[src/rtl/fc_sequencer_if.sv]
// Bus between the FC sequencer and its environment: CNN start pulse, single-port
// weight/data RAM read port, and the classification result handshake.
interface fc_sequencer_if #(
   parameter int WORD_SIZE  = 16,
   parameter int ADDR_WIDTH = 16
) ();
   logic                  start;
   logic [ADDR_WIDTH-1:0] ram_addr;
   logic                  ram_rd_en;
   logic [WORD_SIZE-1:0]  ram_rd_data;
   logic                  busy;
   logic                  done;
   logic [3:0]            result;

   modport master (
      input  start, ram_rd_data,
      output ram_addr, ram_rd_en, busy, done, result
   );

   modport slave (
      output start, ram_rd_data,
      input  ram_addr, ram_rd_en, busy, done, result
   );
endinterface

[src/rtl/fc_sequencer.sv]
// Time-multiplexed two-layer fully connected classifier: one shared MAC, an input
// buffer, a hidden buffer, and a running argmax over the layer-2 outputs.
module fc_sequencer #(
   parameter int WORD_SIZE      = 16,
   parameter int INT_SLICE      = 8,
   parameter int IP_LAYER1_SIZE = 128,
   parameter int OP_LAYER1_SIZE = 84,
   parameter int OP_LAYER2_SIZE = 10,
   parameter int ADDR_WIDTH     = 16,
   parameter int X_BASE         = 0,
   parameter int W1_BASE        = 128,
   parameter int B1_BASE        = 10880,
   parameter int W2_BASE        = 10964,
   parameter int B2_BASE        = 11804
) (
   input logic             clk,
   input logic             rst_n,
   fc_sequencer_if.master  bus
);
   localparam int FRAC = WORD_SIZE - INT_SLICE;
   localparam int PW   = 2 * WORD_SIZE;
   localparam int AW   = 2 * WORD_SIZE + 8;
   localparam int CW   = $clog2(IP_LAYER1_SIZE + OP_LAYER1_SIZE + 4);
   localparam int JMAX = (OP_LAYER1_SIZE > OP_LAYER2_SIZE) ? OP_LAYER1_SIZE : OP_LAYER2_SIZE;
   localparam int JW   = $clog2(JMAX + 1);
   localparam int XIW  = (IP_LAYER1_SIZE > 1) ? $clog2(IP_LAYER1_SIZE) : 1;
   localparam int HIW  = (OP_LAYER1_SIZE > 1) ? $clog2(OP_LAYER1_SIZE) : 1;

   localparam logic [2:0] ST_IDLE   = 3'd0;
   localparam logic [2:0] ST_LOAD_X = 3'd1;
   localparam logic [2:0] ST_L1     = 3'd2;
   localparam logic [2:0] ST_L2     = 3'd3;
   localparam logic [2:0] ST_FINISH = 3'd4;

   localparam logic [CW-1:0] CNT_ZERO = {CW{1'b0}};
   localparam logic [CW-1:0] CNT_ONE  = CW'(1);
   localparam logic [CW-1:0] CNT_TWO  = CW'(2);
   localparam logic [CW-1:0] IN1_C    = CW'(IP_LAYER1_SIZE);
   localparam logic [CW-1:0] N1_C     = CW'(OP_LAYER1_SIZE);
   localparam logic [JW-1:0] J_ZERO   = {JW{1'b0}};
   localparam logic [JW-1:0] J_ONE    = JW'(1);
   localparam logic [JW-1:0] J1_LAST  = JW'(OP_LAYER1_SIZE - 1);
   localparam logic [JW-1:0] J2_LAST  = JW'(OP_LAYER2_SIZE - 1);

   localparam logic [ADDR_WIDTH-1:0] X_A  = ADDR_WIDTH'(X_BASE);
   localparam logic [ADDR_WIDTH-1:0] W1_A = ADDR_WIDTH'(W1_BASE);
   localparam logic [ADDR_WIDTH-1:0] B1_A = ADDR_WIDTH'(B1_BASE);
   localparam logic [ADDR_WIDTH-1:0] W2_A = ADDR_WIDTH'(W2_BASE);
   localparam logic [ADDR_WIDTH-1:0] B2_A = ADDR_WIDTH'(B2_BASE);

   localparam logic signed [AW-1:0] SAT_MAX = {{(AW-WORD_SIZE+1){1'b0}}, {(WORD_SIZE-1){1'b1}}};
   localparam logic signed [AW-1:0] SAT_MIN = {{(AW-WORD_SIZE+1){1'b1}}, {(WORD_SIZE-1){1'b0}}};

   function automatic logic signed [WORD_SIZE-1:0] sat_word(input logic signed [AW-1:0] a);
      logic signed [AW-1:0] s;
      s = a >>> FRAC;
      if (s > SAT_MAX) begin
         return SAT_MAX[WORD_SIZE-1:0];
      end else if (s < SAT_MIN) begin
         return SAT_MIN[WORD_SIZE-1:0];
      end else begin
         return s[WORD_SIZE-1:0];
      end
   endfunction

   logic [2:0]                   state_q, state_d;
   logic [CW-1:0]                cnt_q, cnt_d;
   logic [JW-1:0]                j_q, j_d;
   logic signed [AW-1:0]         acc_q, acc_d;
   logic [ADDR_WIDTH-1:0]        wptr_q, wptr_d;
   logic signed [WORD_SIZE-1:0]  best_val_q, best_val_d;
   logic [3:0]                   best_idx_q, best_idx_d;
   logic                         busy_q, busy_d;
   logic                         done_q, done_d;
   logic [3:0]                   result_q, result_d;
   logic [ADDR_WIDTH-1:0]        ram_addr_q, ram_addr_d;
   logic                         ram_rd_en_q, ram_rd_en_d;
   logic [WORD_SIZE-1:0]         x_buf_q [IP_LAYER1_SIZE];
   logic [WORD_SIZE-1:0]         h_buf_q [OP_LAYER1_SIZE];

   logic                         x_we_s, h_we_s;
   logic [CW-1:0]                in_len_s, nlen_s;
   logic [WORD_SIZE-1:0]         in_val_s;
   logic signed [PW-1:0]         prod_s;
   logic signed [AW-1:0]         prod_ext_s, bias_ext_s;
   logic signed [WORD_SIZE-1:0]  out_s, relu_s;

   assign in_len_s   = (state_q == ST_L1) ? IN1_C : N1_C;
   assign in_val_s   = (state_q == ST_L1) ? x_buf_q[XIW'(cnt_q - CNT_TWO)]
                                          : h_buf_q[HIW'(cnt_q - CNT_TWO)];
   assign prod_s     = $signed({{WORD_SIZE{bus.ram_rd_data[WORD_SIZE-1]}}, bus.ram_rd_data}) *
                       $signed({{WORD_SIZE{in_val_s[WORD_SIZE-1]}}, in_val_s});
   assign prod_ext_s = {{(AW-PW){prod_s[PW-1]}}, prod_s};
   assign bias_ext_s = {{(AW-WORD_SIZE){bus.ram_rd_data[WORD_SIZE-1]}}, bus.ram_rd_data} << FRAC;
   assign out_s      = sat_word(acc_q);
   assign relu_s     = out_s[WORD_SIZE-1] ? {WORD_SIZE{1'b0}} : out_s;

   assign bus.ram_addr  = ram_addr_q;
   assign bus.ram_rd_en = ram_rd_en_q;
   assign bus.busy      = busy_q;
   assign bus.done      = done_q;
   assign bus.result    = result_q;

   // Next-state, MAC and argmax logic; the RAM port is computed one cycle ahead so it can be registered.
   always_comb begin
      state_d     = state_q;
      cnt_d       = cnt_q;
      j_d         = j_q;
      acc_d       = acc_q;
      wptr_d      = wptr_q;
      best_val_d  = best_val_q;
      best_idx_d  = best_idx_q;
      busy_d      = 1'b0;
      done_d      = 1'b0;
      result_d    = result_q;
      x_we_s      = 1'b0;
      h_we_s      = 1'b0;
      ram_rd_en_d = 1'b0;
      ram_addr_d  = ram_addr_q;
      case (state_q)
         ST_IDLE: begin
            if (bus.start) begin
               state_d = ST_LOAD_X;
               cnt_d   = CNT_ZERO;
               j_d     = J_ZERO;
               acc_d   = {AW{1'b0}};
               wptr_d  = W1_A;
            end else begin
               state_d = ST_IDLE;
            end
         end
         ST_LOAD_X: begin
            busy_d = 1'b1;
            x_we_s = (cnt_q != CNT_ZERO);
            if (cnt_q == IN1_C) begin
               state_d = ST_L1;
               cnt_d   = CNT_ZERO;
               j_d     = J_ZERO;
            end else begin
               cnt_d = cnt_q + CNT_ONE;
            end
         end
         ST_L1, ST_L2: begin
            busy_d = 1'b1;
            if (cnt_q == CNT_ONE) begin
               acc_d = bias_ext_s;
            end else if ((cnt_q >= CNT_TWO) && (cnt_q <= in_len_s + CNT_ONE)) begin
               acc_d = acc_q + prod_ext_s;
            end else begin
               acc_d = acc_q;
            end
            if (cnt_q == in_len_s + CNT_TWO) begin
               cnt_d = CNT_ZERO;
               if (state_q == ST_L1) begin
                  h_we_s = 1'b1;
                  if (j_q == J1_LAST) begin
                     state_d = ST_L2;
                     j_d     = J_ZERO;
                     wptr_d  = W2_A;
                  end else begin
                     j_d = j_q + J_ONE;
                  end
               end else begin
                  // Strict compare so ties keep the lower class index.
                  if ((j_q == J_ZERO) || (out_s > best_val_q)) begin
                     best_val_d = out_s;
                     best_idx_d = 4'(j_q);
                  end else begin
                     best_val_d = best_val_q;
                  end
                  if (j_q == J2_LAST) begin
                     state_d = ST_FINISH;
                  end else begin
                     j_d = j_q + J_ONE;
                  end
               end
            end else begin
               cnt_d = cnt_q + CNT_ONE;
            end
         end
         ST_FINISH: begin
            done_d   = 1'b1;
            result_d = best_idx_q;
            state_d  = ST_IDLE;
         end
         default: begin
            state_d = ST_IDLE;
         end
      endcase

      nlen_s = (state_d == ST_L1) ? IN1_C : N1_C;
      if ((state_d == ST_LOAD_X) && (cnt_d < IN1_C)) begin
         ram_rd_en_d = 1'b1;
         ram_addr_d  = X_A + ADDR_WIDTH'(cnt_d);
      end else if (((state_d == ST_L1) || (state_d == ST_L2)) && (cnt_d == CNT_ZERO)) begin
         ram_rd_en_d = 1'b1;
         ram_addr_d  = ((state_d == ST_L1) ? B1_A : B2_A) + ADDR_WIDTH'(j_d);
      end else if (((state_d == ST_L1) || (state_d == ST_L2)) && (cnt_d <= nlen_s)) begin
         ram_rd_en_d = 1'b1;
         ram_addr_d  = wptr_q;
         wptr_d      = wptr_q + ADDR_WIDTH'(1);
      end else begin
         ram_rd_en_d = 1'b0;
      end
   end

   // Control state and registered outputs.
   always_ff @(posedge clk or negedge rst_n) begin
      if (!rst_n) begin
         state_q     <= ST_IDLE;
         cnt_q       <= CNT_ZERO;
         j_q         <= J_ZERO;
         acc_q       <= {AW{1'b0}};
         wptr_q      <= {ADDR_WIDTH{1'b0}};
         best_val_q  <= {WORD_SIZE{1'b0}};
         best_idx_q  <= 4'd0;
         busy_q      <= 1'b0;
         done_q      <= 1'b0;
         result_q    <= 4'd0;
         ram_addr_q  <= {ADDR_WIDTH{1'b0}};
         ram_rd_en_q <= 1'b0;
      end else begin
         state_q     <= state_d;
         cnt_q       <= cnt_d;
         j_q         <= j_d;
         acc_q       <= acc_d;
         wptr_q      <= wptr_d;
         best_val_q  <= best_val_d;
         best_idx_q  <= best_idx_d;
         busy_q      <= busy_d;
         done_q      <= done_d;
         result_q    <= result_d;
         ram_addr_q  <= ram_addr_d;
         ram_rd_en_q <= ram_rd_en_d;
      end
   end

   // Buffers are fully rewritten before every use, so they carry no reset.
   always_ff @(posedge clk) begin
      if (x_we_s) begin
         x_buf_q[XIW'(cnt_q - CNT_ONE)] <= bus.ram_rd_data;
      end
      if (h_we_s) begin
         h_buf_q[HIW'(j_q)] <= relu_s;
      end
   end
endmodule

[src/flat_wrapper.sv]
// flat-port wrapper written by rule: the top's interface ports become plain ports
module fc_sequencer_flat 
#(
   parameter int WORD_SIZE      = 16,
   parameter int INT_SLICE      = 8,
   parameter int IP_LAYER1_SIZE = 128,
   parameter int OP_LAYER1_SIZE = 84,
   parameter int OP_LAYER2_SIZE = 10,
   parameter int ADDR_WIDTH     = 16,
   parameter int X_BASE         = 0,
   parameter int W1_BASE        = 128,
   parameter int B1_BASE        = 10880,
   parameter int W2_BASE        = 10964,
   parameter int B2_BASE        = 11804
)
  (clk, rst_n, bus_start, bus_ram_rd_data, bus_ram_addr, bus_ram_rd_en, bus_busy, bus_done, bus_result);
  fc_sequencer_if #(.WORD_SIZE(WORD_SIZE), .ADDR_WIDTH(ADDR_WIDTH)) bus_i ();
  input logic clk;
  input logic rst_n;
  input wire logic [$bits(bus_i.start)-1:0] bus_start;
  input wire logic [$bits(bus_i.ram_rd_data)-1:0] bus_ram_rd_data;
  output wire logic [$bits(bus_i.ram_addr)-1:0] bus_ram_addr;
  output wire logic [$bits(bus_i.ram_rd_en)-1:0] bus_ram_rd_en;
  output wire logic [$bits(bus_i.busy)-1:0] bus_busy;
  output wire logic [$bits(bus_i.done)-1:0] bus_done;
  output wire logic [$bits(bus_i.result)-1:0] bus_result;
  assign bus_i.start = bus_start;
  assign bus_i.ram_rd_data = bus_ram_rd_data;
  assign bus_ram_addr = bus_i.ram_addr;
  assign bus_ram_rd_en = bus_i.ram_rd_en;
  assign bus_busy = bus_i.busy;
  assign bus_done = bus_i.done;
  assign bus_result = bus_i.result;
  fc_sequencer #(.WORD_SIZE(WORD_SIZE), .INT_SLICE(INT_SLICE), .IP_LAYER1_SIZE(IP_LAYER1_SIZE), .OP_LAYER1_SIZE(OP_LAYER1_SIZE), .OP_LAYER2_SIZE(OP_LAYER2_SIZE), .ADDR_WIDTH(ADDR_WIDTH), .X_BASE(X_BASE), .W1_BASE(W1_BASE), .B1_BASE(B1_BASE), .W2_BASE(W2_BASE), .B2_BASE(B2_BASE)) u_core (.clk(clk), .rst_n(rst_n), .bus(bus_i));
endmodule
[config.mk]
export PLATFORM = sky130hd
export DESIGN_NAME = fc_sequencer_flat
export DESIGN_NICKNAME = d
export VERILOG_FILES = /design/src/rtl/fc_sequencer_if.sv /design/src/rtl/fc_sequencer.sv /design/src/flat_wrapper.sv
export SDC_FILE = /design/constraint.sdc
export NUM_CORES = 2
export LEC_CHECK = 0
export CAP_MARGIN = 20
export CORE_MARGIN = 2
export CORE_UTILIZATION = 55
export CTS_BUF_LIST = sky130_fd_sc_hd__clkbuf_16
export DETAILED_ROUTE_END_ITERATION = 6
export HOLD_SLACK_MARGIN = 0.15
export PLACE_DENSITY = 0.73
export RECOVER_POWER = 100
export SLEW_MARGIN = 15
export SYNTH_ARGS = -nofsm -noshare
export SYNTH_HDL_FRONTEND = slang
export SYNTH_SLANG_ARGS = --single-unit
[constraint.sdc]
create_clock -name clk -period 10.78 [get_ports clk]
set_input_delay 2.156 -clock clk [delete_from_list [all_inputs] [get_ports clk]]
set_output_delay 2.156 -clock clk [all_outputs]
set_load 0.05 [all_outputs]
==> metrics.md <==
| Metric | Value |
|---|---|
| Outcome | finished with violations |
| Failing checks | DRC, capacitance limit, slew limit |
| Worst Path Max Fanout | 22 |
| Upper clock frequency limit | 95.7 MHz |
| Deepest clock path buffer count | 4 |
| Die Wd | 520 µm |
| Routability Congestion | 0.872 |
| Synth Instances | 7149 |
| Startpoint kind of the worst setup timing path | register |
| Dominant delay contributor by cell family on the critical path | adder cells |
| Critical path's largest stage delay | 0.75 ns |
| Worst hold slack | 0.488 ns |
| Placeable core region | 265000 µm² |
| Initial DRC count | 10225 |
| Worst endpoint required time | 11.53 ns |
| Sequential share of the synthesized area | 69.8% |
| Transition time at the pin with the least slew margin | 5.46 ns |
| Count of buffers from port buffering | 41 |
| Number of detailed-routing iterations run before antenna repair | 7 |
| Layout cells sized above 1 | 22.6% |
| CTS buffer count | 337 |
| Overall via count from detail_route | 74115 |
| Final layout net count | 8119 |
| Setup repair after global routing missed its margin | false |
| Height of the die | 520 µm |
| Floorplan die area | 271000 µm² |
| Number of max-capacitance violations reported | 78 |
| Final critical delay including setup and external delays | 10.44 ns |
| Count of endpoints failing setup in the final report | 0 |
| Most frequent cells in the layout | 3308 x edfxtp_1, 1030 x mux4_2, 498 x inv_1 |
| DRT Wirelength | 367000 µm |
| Crit path max-delay cell type | clkbuf_1 |
| Ys flop type | edfxtp_1 |
| P&R area growth vs syn | 11.3% |
| Number of nets produced by synthesis | 7652 |
| Insertion delay of the later-clocked pin in the worst-skew pair | 0.88 ns |
| DR DRC count | 3 |
| Vias per Instance | 6.49 |
| Count of antenna-violating nets left after detailed routing | 0 |
| Pins Over Slew Limit | 3576 |
| Post-CTS Hold Buffers | 0 |
| Clock H-tree levels | 5 |
| Detailed-route wire length per cell | 32.1 µm |
| Worst clock skew on the final layout | 0.0344 ns |
| Capturing element type of the critical path | register |
| TritonCTS clock tree | done |
| Post-route cell area | 163000 µm² |
| Total standard cell area after synthesis | 147000 µm² |
| Setup total negative slack | 0 ns |
| Total number of clock tree sinks | 3425 |
| Maximum number of pins on one net before global-route repair | 129 |
| Antenna violations before repair | 30 |
| Most frequent standard cell in the layout excluding fill and tap cells | edfxtp_1 |
| Seq. cell area | 102000 µm² |
| Count of cell types in the netlist | 89 |
| Ports placed on the boundary | 42 |
| Warnings from Yosys | 0 |
| Total grt overflow | 0 |
| Final Hold Fails | 0 |
| Effective utilization at floorplan | 55.3% |
| Library cell appearing most often on the critical path | fa_1 |
| First-pass GRT wire length | 533000 µm |
| Async S/R FF share, synth | 3.42% |
| Buffers plus inverters on the worst setup path | 6 |
| Tightest slew margin relative to the limit | -264% |
| DPL Wire Length | 222000 µm |
| Critical Path AT | 11.19 ns |
| Number of synthesized flops with an enable pin | 3308 |
| Clock tree root driver cell | clkbuf_16 |
| Worst min-delay path category | reg2reg |
| Register clock-pin slew on the reported worst setup and hold paths | 0.06 ns |
| Cell area reported after detailed placement | 153000 µm² |
| Kind of critical path | reg2reg |
| Synthesized flop and latch total | 3425 |
| Global-route total usage across every layer | 27.3% |
| Via count of the first global-routing pass | 75405 |
| Filler Cell Count | 17885 |
| Average size of a mapped cell | 20.5 µm² |
| Final period utilization | 96.9% |
| Number of core rows | 189 |
| Multi-input logic area | 40700 µm² |
==> per-layer routing <==
metal / share of wire (%) / global-route usage, % / routed length, µm / vias up
li1: - / - / - / 29499
met1: 39 / 39.7 / 141000 / 39455
met2: 47 / 42.0 / 173000 / 4547
met3: 11 / 6.32 / 41500 / 594
met4: 2.7 / 7.34 / 9910 / 20
met5: 0.15 / 0.333 / 554 / -
==> worst reg2reg max path, delay by kind of cell (launching register included) <==
family          cells  cell delay (ns)
fa+ha+maj           7             3.03
compound gates      9             2.45
buf+inv             6             1.68
mux                 2             1.10
simple gates        4             1.01
flops               1             0.57
xor+xnor            2             0.48
==> state kept, by name, indices dropped and copies added, names as in the netlist <==
register / count
u_core.best_val_q: 16
u_core.cnt_q: 8
u_core.state_q: 3
u_core.wptr_q: 16
u_core.best_idx_q: 4
u_core.bus.ram_addr: 16
u_core.j_q: 7
u_core.x_buf_q: 2048
u_core.h_buf_q: 1260
u_core.acc_q: 40
u_core.bus.result: 4
u_core.bus.done: 1
u_core.bus.busy: 1
u_core.bus.ram_rd_en: 1
==> final timing paths <==
kind / start / to / slack [ns] / cells past startpoint
hold reg to reg: u_core.acc_q[5]$_DFFE_PN0P_ / u_core.acc_q[5]$_DFFE_PN0P_ / 0.49 / 2
setup reg to reg: u_core.cnt_q[1]$_DFF_PN0_ / u_core.acc_q[38]$_DFFE_PN0P_ / 0.34 / 30
max in group asynchronous: rst_n / u_core.acc_q[24]$_DFFE_PN0P_ / 3.61 / 2
setup / recovery: u_core.cnt_q[1]$_DFF_PN0_ / u_core.acc_q[38]$_DFFE_PN0P_ / 0.34 / 30
hold / removal: u_core.acc_q[5]$_DFFE_PN0P_ / u_core.acc_q[5]$_DFFE_PN0P_ / 0.49 / 2
min in group asynchronous: rst_n / u_core.bus.ram_addr[3]$_DFFE_PN0P_ / 2.68 / 1
==> stage by stage <==
stage	setup slack [ns]	utilization, %	instances
6_report	0.336	61.5	11428
3_3_place_gp	0.142	57.8	10797
3_5_place_dp	0.0728	57.8	10798
2_1_floorplan	0.674	-	7149
5_1_grt	0.0000595	61.5	11423
4_1_cts	0.0157	61.9	11410
==> area by class of cell <==
cell class | count | area share, %
sequential | 3425 | 62.7
multi-input combinational | 2942 | 24.9
clock buffer | 352 | 5.40
tap | 3533 | 2.71
timing repair buffer | 473 | 1.93
clock inverter | 260 | 1.26
inverter | 437 | 1.01
antenna | 6 | 0.00921
==> cells in the mapped netlist, types with 10 or more instances <==
cell / instances / area, µm²
inv_1: 434 / 1630
ha_1: 152 / 1900
buf_1: 43 / 161
nand4_1: 24 / 150
buf_6: 42 / 473
edfxtp_1: 3308 / 99300
nor2b_1: 12 / 75.1
a21oi_1: 66 / 330
nand2b_1: 35 / 219
o21a_1: 14 / 105
fa_1: 332 / 6650
and2_1: 116 / 726
a31oi_1: 10 / 62.6
buf_2: 86 / 430
o21ai_0: 79 / 395
buf_4: 45 / 338
mux2_2: 25 / 282
o21ai_1: 10 / 50.1
nand3_1: 44 / 220
a21o_1: 24 / 180
xor2_1: 22 / 193
and3_1: 16 / 100
clkbuf_1: 109 / 409
nor2_1: 360 / 1350
mux4_1: 35 / 920
nor3_1: 25 / 125
a22o_1: 14 / 123
xnor2_1: 34 / 298
buf_12: 13 / 260
mux2i_1: 64 / 641
mux4_2: 1030 / 23200
dfrtp_1: 117 / 2930
a211oi_1: 13 / 97.6
nand2_1: 251 / 942
o211ai_1: 16 / 120
==> cell families (layout without fill, tap and decap cells) <==
group,count (synthesis),in the layout,share of synthesized area (%)
flops,3425,3425,69.8
fa+ha+maj,484,484,5.83
compound gates,316,316,1.43
other cells,0,6,0
simple gates,930,930,2.91
xor+xnor,56,56,0.335
buf+inv,782,1522,2.60
mux,1156,1156,17.1
==> what timing repair did <==
| item | in CTS | in global routing |
|---|---|---|
| gates resized for setup | 0 | 9 |
| buffers inserted | 0 | 5 |
| endpoints found under the setup margin | 0 | 6 |
Power is left out: the tool's default activity adds up to more than one toggle a clock period on the data nets, which glitch-free logic cannot reach.
